`src/rtl/store_commit_issue_pkg.sv`:
```
`default_nettype none
// +----------------------------------------------------------------------+
// | store_commit_issue_pkg                                               |
// | Shared types for the store-commit issue stage.                       |
// | Rev 1.0                                                              |
// +----------------------------------------------------------------------+
package store_commit_issue_pkg;

  typedef enum logic [1:0] {
    SZ_BYTE = 2'd0,
    SZ_HALF = 2'd1,
    SZ_WORD = 2'd2
  } store_size_e;

  typedef enum logic [1:0] {
    UC_IDLE  = 2'd0,
    UC_DRAIN = 2'd1,
    UC_REQ   = 2'd2,
    UC_RESP  = 2'd3
  } uc_state_e;

  localparam int C_PADDR_SIZE  = 32;
  localparam int C_DCACHE_BYTE = 4;

  typedef struct packed {
    logic [C_PADDR_SIZE-$clog2(C_DCACHE_BYTE)-1:0] addr;
    logic [C_DCACHE_BYTE-1:0]                      mask;
    logic [8*C_DCACHE_BYTE-1:0]                    data;
  } aligned_store_t;

  // Byte-enable pattern for an access of the given size, before shifting.
  function automatic logic [3:0] size_mask(input logic [1:0] size);
    case (size)
      SZ_BYTE: size_mask = 4'b0001;
      SZ_HALF: size_mask = 4'b0011;
      default: size_mask = 4'b1111;
    endcase
  endfunction

endpackage
`default_nettype wire

```
`src/rtl/store_commit_issue_align.sv`:
```
`default_nettype none
// +----------------------------------------------------------------------+
// | store_commit_issue_align                                             |
// | Converts a byte-addressed store into word address, mask and data.    |
// | Rev 1.0                                                              |
// +----------------------------------------------------------------------+
module store_commit_issue_align
  import store_commit_issue_pkg::*;
#(
  parameter  int PADDR_SIZE  = 32,
  parameter  int DCACHE_BYTE = 4,
  localparam int BW          = $clog2(DCACHE_BYTE),
  localparam int DB          = 8*DCACHE_BYTE
) (
  input  logic [PADDR_SIZE-1:0]    paddr,
  input  logic [1:0]               size,
  input  logic [DB-1:0]            data_in,
  output logic [PADDR_SIZE-BW-1:0] addr,
  output logic [DCACHE_BYTE-1:0]   mask,
  output logic [DB-1:0]            data_out
);

  logic [BW-1:0]          w_off;
  logic [DCACHE_BYTE-1:0] w_base;

  assign w_off  = paddr[BW-1:0];
  assign w_base = DCACHE_BYTE'(size_mask(size));

  // Lanes shifted beyond the word fall off the top of the fixed width.
  assign addr     = paddr[PADDR_SIZE-1:BW];
  assign mask     = w_base << w_off;
  assign data_out = data_in << {w_off, 3'b000};

endmodule
`default_nettype wire

```
`src/rtl/store_commit_issue.sv`:
```
`default_nettype none
// +----------------------------------------------------------------------+
// | store_commit_issue                                                   |
// | Dequeues committed stores into the commit buffer; with macro         |
// | UNCACHE_STORE_EN, uncached stores go out through a drain/request FSM.|
// | Rev 1.0                                                              |
// +----------------------------------------------------------------------+
module store_commit_issue
  import store_commit_issue_pkg::*;
#(
  parameter  int STORE_PIPELINE    = 2,
  parameter  int PADDR_SIZE        = 32,
  parameter  int DCACHE_BYTE       = 4,
  localparam int DCACHE_BITS       = 8*DCACHE_BYTE,
  localparam int DCACHE_BYTE_WIDTH = $clog2(DCACHE_BYTE),
  localparam int AW                = PADDR_SIZE-DCACHE_BYTE_WIDTH
) (
  input  logic                                clk,
  input  logic                                rst,
  input  logic [STORE_PIPELINE-1:0]           sq_valid,
  input  logic [STORE_PIPELINE*PADDR_SIZE-1:0] sq_paddr,
  input  logic [STORE_PIPELINE*2-1:0]         sq_size,
  input  logic [STORE_PIPELINE*DCACHE_BITS-1:0] sq_data,
  input  logic [STORE_PIPELINE-1:0]           sq_uncache,
  output logic [STORE_PIPELINE-1:0]           sq_deq,
  output logic [STORE_PIPELINE-1:0]           sc_en,
  output logic [STORE_PIPELINE*AW-1:0]        sc_addr,
  output logic [STORE_PIPELINE*DCACHE_BYTE-1:0] sc_mask,
  output logic [STORE_PIPELINE*DCACHE_BITS-1:0] sc_data,
  output logic [STORE_PIPELINE-1:0]           sc_uncache,
  input  logic                                sc_conflict,
  input  logic                                sb_empty,
  output logic                                uc_req,
  output logic [PADDR_SIZE-1:0]               uc_addr,
  output logic [DCACHE_BYTE-1:0]              uc_mask,
  output logic [DCACHE_BITS-1:0]              uc_data,
  input  logic                                uc_ready,
  input  logic                                uc_resp
);

  logic [STORE_PIPELINE*AW-1:0]          w_al_addr;
  logic [STORE_PIPELINE*DCACHE_BYTE-1:0] w_al_mask;
  logic [STORE_PIPELINE*DCACHE_BITS-1:0] w_al_data;
  logic [STORE_PIPELINE-1:0]             w_unc;
  logic [STORE_PIPELINE-1:0]             w_deq;
  logic                                  w_idle;

  logic [STORE_PIPELINE-1:0]             r_sc_en;
  logic [STORE_PIPELINE*AW-1:0]          r_sc_addr;
  logic [STORE_PIPELINE*DCACHE_BYTE-1:0] r_sc_mask;
  logic [STORE_PIPELINE*DCACHE_BITS-1:0] r_sc_data;

  generate
    for (genvar gi = 0; gi < STORE_PIPELINE; gi++) begin : g_align
      store_commit_issue_align #(
        .PADDR_SIZE  (PADDR_SIZE),
        .DCACHE_BYTE (DCACHE_BYTE)
      ) u_align (
        .paddr    (sq_paddr[gi*PADDR_SIZE +: PADDR_SIZE]),
        .size     (sq_size[gi*2 +: 2]),
        .data_in  (sq_data[gi*DCACHE_BITS +: DCACHE_BITS]),
        .addr     (w_al_addr[gi*AW +: AW]),
        .mask     (w_al_mask[gi*DCACHE_BYTE +: DCACHE_BYTE]),
        .data_out (w_al_data[gi*DCACHE_BITS +: DCACHE_BITS])
      );
    end
  endgenerate

  // Slot 0 may be uncached (it feeds the FSM); an uncached entry anywhere
  // else, or behind an uncached slot 0, blocks the rest of the cycle.
  always_comb begin
    w_deq    = '0;
    w_deq[0] = w_idle & ~sc_conflict & sq_valid[0];
    for (int i = 1; i < STORE_PIPELINE; i++) begin
      w_deq[i] = w_deq[i-1] & ~w_unc[i-1] & sq_valid[i] & ~w_unc[i];
    end
  end

  always_ff @(posedge clk) begin
    if (rst) begin
      r_sc_en <= '0;
    end else if (!sc_conflict) begin
      r_sc_en <= w_deq & ~w_unc;
    end
  end

  always_ff @(posedge clk) begin
    if (!sc_conflict) begin
      r_sc_addr <= w_al_addr;
      r_sc_mask <= w_al_mask;
      r_sc_data <= w_al_data;
    end
  end

  assign sq_deq     = w_deq;
  assign sc_en      = r_sc_en;
  assign sc_addr    = r_sc_addr;
  assign sc_mask    = r_sc_mask;
  assign sc_data    = r_sc_data;
  assign sc_uncache = '0;

`ifdef UNCACHE_STORE_EN
  localparam logic [1:0] c_IDLE  = UC_IDLE;
  localparam logic [1:0] c_DRAIN = UC_DRAIN;
  localparam logic [1:0] c_REQ   = UC_REQ;
  localparam logic [1:0] c_RESP  = UC_RESP;

  logic [1:0]             r_state;
  logic [1:0]             r_drain_cnt;
  logic                   r_uc_req;
  logic [PADDR_SIZE-1:0]  r_uc_addr;
  logic [DCACHE_BYTE-1:0] r_uc_mask;
  logic [DCACHE_BITS-1:0] r_uc_data;
  logic                   w_uc_take;
  logic                   w_drain_ok;

  assign w_unc      = sq_uncache;
  assign w_idle     = (r_state == c_IDLE);
  assign w_uc_take  = w_deq[0] & w_unc[0];
  assign w_drain_ok = sb_empty & ~|r_sc_en;

  always_ff @(posedge clk) begin
    if (rst) begin
      r_state     <= c_IDLE;
      r_drain_cnt <= 2'd0;
      r_uc_req    <= 1'b0;
    end else begin
      case (r_state)
        c_IDLE: begin
          r_drain_cnt <= 2'd0;
          if (w_uc_take) r_state <= c_DRAIN;
        end
        c_DRAIN: begin
          if (!w_drain_ok) begin
            r_drain_cnt <= 2'd0;
          end else if (r_drain_cnt == 2'd1) begin
            r_drain_cnt <= 2'd0;
            r_uc_req    <= 1'b1;
            r_state     <= c_REQ;
          end else begin
            r_drain_cnt <= r_drain_cnt + 2'd1;
          end
        end
        c_REQ: begin
          if (uc_ready) begin
            r_uc_req <= 1'b0;
            r_state  <= c_RESP;
          end
        end
        c_RESP: begin
          if (uc_resp) r_state <= c_IDLE;
        end
        default: r_state <= c_IDLE;
      endcase
    end
  end

  always_ff @(posedge clk) begin
    if (w_uc_take) begin
      r_uc_addr <= {w_al_addr[AW-1:0], {DCACHE_BYTE_WIDTH{1'b0}}};
      r_uc_mask <= w_al_mask[DCACHE_BYTE-1:0];
      r_uc_data <= w_al_data[DCACHE_BITS-1:0];
    end
  end

  assign uc_req  = r_uc_req;
  assign uc_addr = r_uc_addr;
  assign uc_mask = r_uc_mask;
  assign uc_data = r_uc_data;
`else
  logic w_unused_uc;

  assign w_unc       = '0;
  assign w_idle      = 1'b1;
  assign w_unused_uc = ^{sq_uncache, sb_empty, uc_ready, uc_resp};
  assign uc_req      = 1'b0;
  assign uc_addr     = '0;
  assign uc_mask     = '0;
  assign uc_data     = '0;
`endif

endmodule
`default_nettype wire

```
`config.mk`:
```
export PLATFORM = sky130hd
export DESIGN_NAME = store_commit_issue
export DESIGN_NICKNAME = d
export VERILOG_FILES = /design/src/rtl/store_commit_issue_pkg.sv /design/src/rtl/store_commit_issue_align.sv /design/src/rtl/store_commit_issue.sv
export SDC_FILE = /design/constraint.sdc
export NUM_CORES = 1
export LEC_CHECK = 0
export ABC_AREA = 0
export ABC_CLOCK_PERIOD_IN_PS = 10490
export CORE_MARGIN = 10
export CORE_UTILIZATION = 40
export CTS_CLUSTER_SIZE = 16
export DETAILED_ROUTE_END_ITERATION = 10
export GPL_TIMING_DRIVEN = 0
export HOLD_SLACK_MARGIN = 0.15
export PLACE_DENSITY = 0.85
export SYNTH_ARGS = -nofsm -noshare
export SYNTH_HDL_FRONTEND = slang
export SYNTH_SLANG_ARGS = --single-unit
```
`constraint.sdc`:
```
create_clock -name clk -period 10.49 [get_ports clk]
set_input_delay 1.049 -clock clk [delete_from_list [all_inputs] [get_ports clk]]
set_output_delay 1.049 -clock clk [all_outputs]
set_load 0.01 [all_outputs]
```
==> summary.txt <==
Power and ir drop
  • Leakage: slightly below 4 nW
  • Total power: around 1.5 mW
  • Power density cells: 156.9 nW/µm²
  • Worst VDD drop: 0.1104 mV

Synthesis
  • XOR/XNOR Fraction of Synth Area: 0
  • Main area contributors after synthesis: edfxtp_1 (69%), mux2i_1 (11%), buf_4 (10%)
  • Netlist cell types: 25
  • Largest family of logic cells by synthesized area: multiplexers
  • Adder-cell share of the synthesized area: 0
  • Mux share of post-synthesis cell area: 0.1135
  • Sequential fraction of the synthesis area: 0.6984
  • Synth area leader: edfxtp_1
  • Yosys reg bits: around 130
  • Mapped Area: approximately 5700 µm²
  • Post-synthesis simple-gate area fraction: 0.04365
  • Yosys warning total: 0
  • Top-area cell type share of the netlist area: 0.6914
  • Syn avg cell area: around 16 µm²
  • Syn Inst Count: about 360
  • Compound-gate portion of the synthesized area: 0.03099

Clock network
  • Root Driver: clkbuf_16
  • H-tree depth: 4
  • Worst-Skew Late Latency: ~420 ps
  • Post-cts gate resize count: 0
  • CTS clk-pin slew, worst paths: ~60 ps
  • Post-CTS Setup Bufs: 0
  • Clock Path Buffers: 2
  • CTS buffer count: 17
  • CTS tree: built
  • Hold_buf cts: 0
  • Clock sink count: ~130

Die
  • Initial core utilization: 0.4098
  • Die ar.: 19520 µm²
  • Die H: between 100 and 150 µm
  • Die width: 139.7 µm
  • Core footprint: 13990 µm²
  • # rows: 43
  • IO Pins: around 350

Final layout
  • Fin util: 0.6826
  • Area Growth Syn to Fin: 66.54%
  • Share of layout cells above drive strength 1: 0.1639
  • Nets: ~860
  • Most common cell after layout, fill and taps aside: clkdlybuf4s50_1
  • N_diodes: 0
  • Commonest non-fill, non-tap cells in the layout: clkdlybuf4s50_1 (271), edfxtp_1 (132), buf_4 (78)

Timing
  • Final hold violation count: 0
  • Final worst slack: 7005 ps
  • Slew @ Worst Pin: slightly below 600 ps
  • Final min period: approximately 3500 ps
  • Slew headroom: 0.6140
  • Unrepaired setup endpoints after global routing: false
  • Clock skew: 0 ps
  • Fmax: 0.2869 GHz
  • Setup Viol. Count Final: 0
  • Final Slew Violations: 0
  • Crit share post-route: 0.3322
  • Setup TNS: 0 ps

Flow run
  • Max-Cap Viols: 0

Routing
  • 1st-pass router iterations: 4
  • Via/cell ratio: 4.560
  • Final WL: 19700 µm
  • DRC viols: 0
  • Routed length per instance: about 22 µm
  • Antenna Violating Nets Remaining: 0
  • Vias: between 4000 and 5000
  • First DRT Iteration DRCs: roughly 260

Place
  • Hpwl dp: about 16000 µm
  • Pre-CTS setup slack: 7006 ps
  • IO Port Bufs: 271
  • GPL Wtd Cong: just over 0.8

Global routing
  • First-pass GRT wire length: 28640 µm
  • Initial antenna violation count: 0
  • Largest net degree at the start of global routing: 74
  • Tot GR Track Use: 0.1959
  • GRT overflow: 0
  • Number of global-route vias before repair: approximately 4500

Setup path
  • Worst Path Max Fanout: 5
  • Crit path launch type: primary input
  • CP endpoint kind: output port
  • Data required, critical path: around 9400 ps
  • WS Path Type: in2out
  • Worst path arrival time: 2440 ps

Hold path
  • Hold WC Path Type: reg2reg

Outcome
  • Outcome: completed
==> layer usage <==
layer | vias to the layer above | routed length [µm] | share of wire | track usage
met4 | 0 | 450 | 0.023 | 0.07500
li1 | 1907 | - | - | -
met2 | 279 | 10260 | 0.52 | 0.3519
met5 | - | 0 | 0 | 0
met3 | 30 | 2193 | 0.11 | 0.09323
met1 | 1943 | 6797 | 0.34 | 0.1892
==> worst paths after layout <==
| kind | start | to | slack, ps | cells after the start |
|---|---|---|---|---|
| max | sc_conflict | sq_deq[1] | 7000 | 4 |
| min | sc_en[1] | sc_en[1] | 480 | 2 |
| max reg2reg | sc_en[0] | sc_en[0] | 9870 | 2 |
| min reg2reg | sc_en[1] | sc_en[1] | 480 | 2 |
==> layout make-up <==
type                    count  area, µm²
plain buffers              86      639.4
clock buffers              18      429.2
clock inverters            14      152.6
fillers                   938       4441
inverters                   2      12.51
multi-input cells         206       1345
flip-flops and latches    134       4004
well taps                 180      225.2
repair buffers            272       2740
==> power by group <==
group,leakage (nW),switching [mW],total [mW],internal (mW)
Sequential,1.30,0.0139,0.654,0.640
Clock,0.278,0.228,0.579,0.351
Combinational,2.29,0.112,0.265,0.153
Total,3.87,0.353,1.50,1.15
==> metrics by stage <==
step	cell area, µm²	cells	hold WS (ps)
2_1_floorplan	5996	428	481.1
3_3_place_gp	8934	879	455.3
3_5_place_dp	8966	880	476.5
4_1_cts	9548	912	485.9
5_1_grt	9548	912	511.0
6_report	9548	912	479.7
==> Yosys cell counts (all sizes together) <==
master	n
inv	2
o2bb2ai	15
and2	16
o22ai	1
nand2	2
nand3b	1
a21oi	3
mux2i	65
edfxtp	132
o21ai	2
nor2	21
nor2b	3
buf	84
nor3	2
dfxtp	2
nand2b	2
a211oi	2
clkbuf	2
conb	1
==> cell families after synthesis <==
| group | count (synthesis) |
|---|---|
| and+or+nand+nor | 47 |
| other | 1 |
| DFF | 134 |
| buffers and inverters | 88 |
| muxes | 65 |
| AOI/OAI and AO/OA | 23 |
==> registers in the layout, summed over array words and instances, names as in the netlist <==
signal,cells
sc_en,2
sc_data,64
sc_addr,60
sc_mask,8
==> worst max-delay path: stages <==
cell,delay [ps]
clkdlybuf4s50_1,540
nand3b_1,240
inv_1,70
clkdlybuf4s50_1,530
No activity file was read; power rests on OpenSTA's default activity.
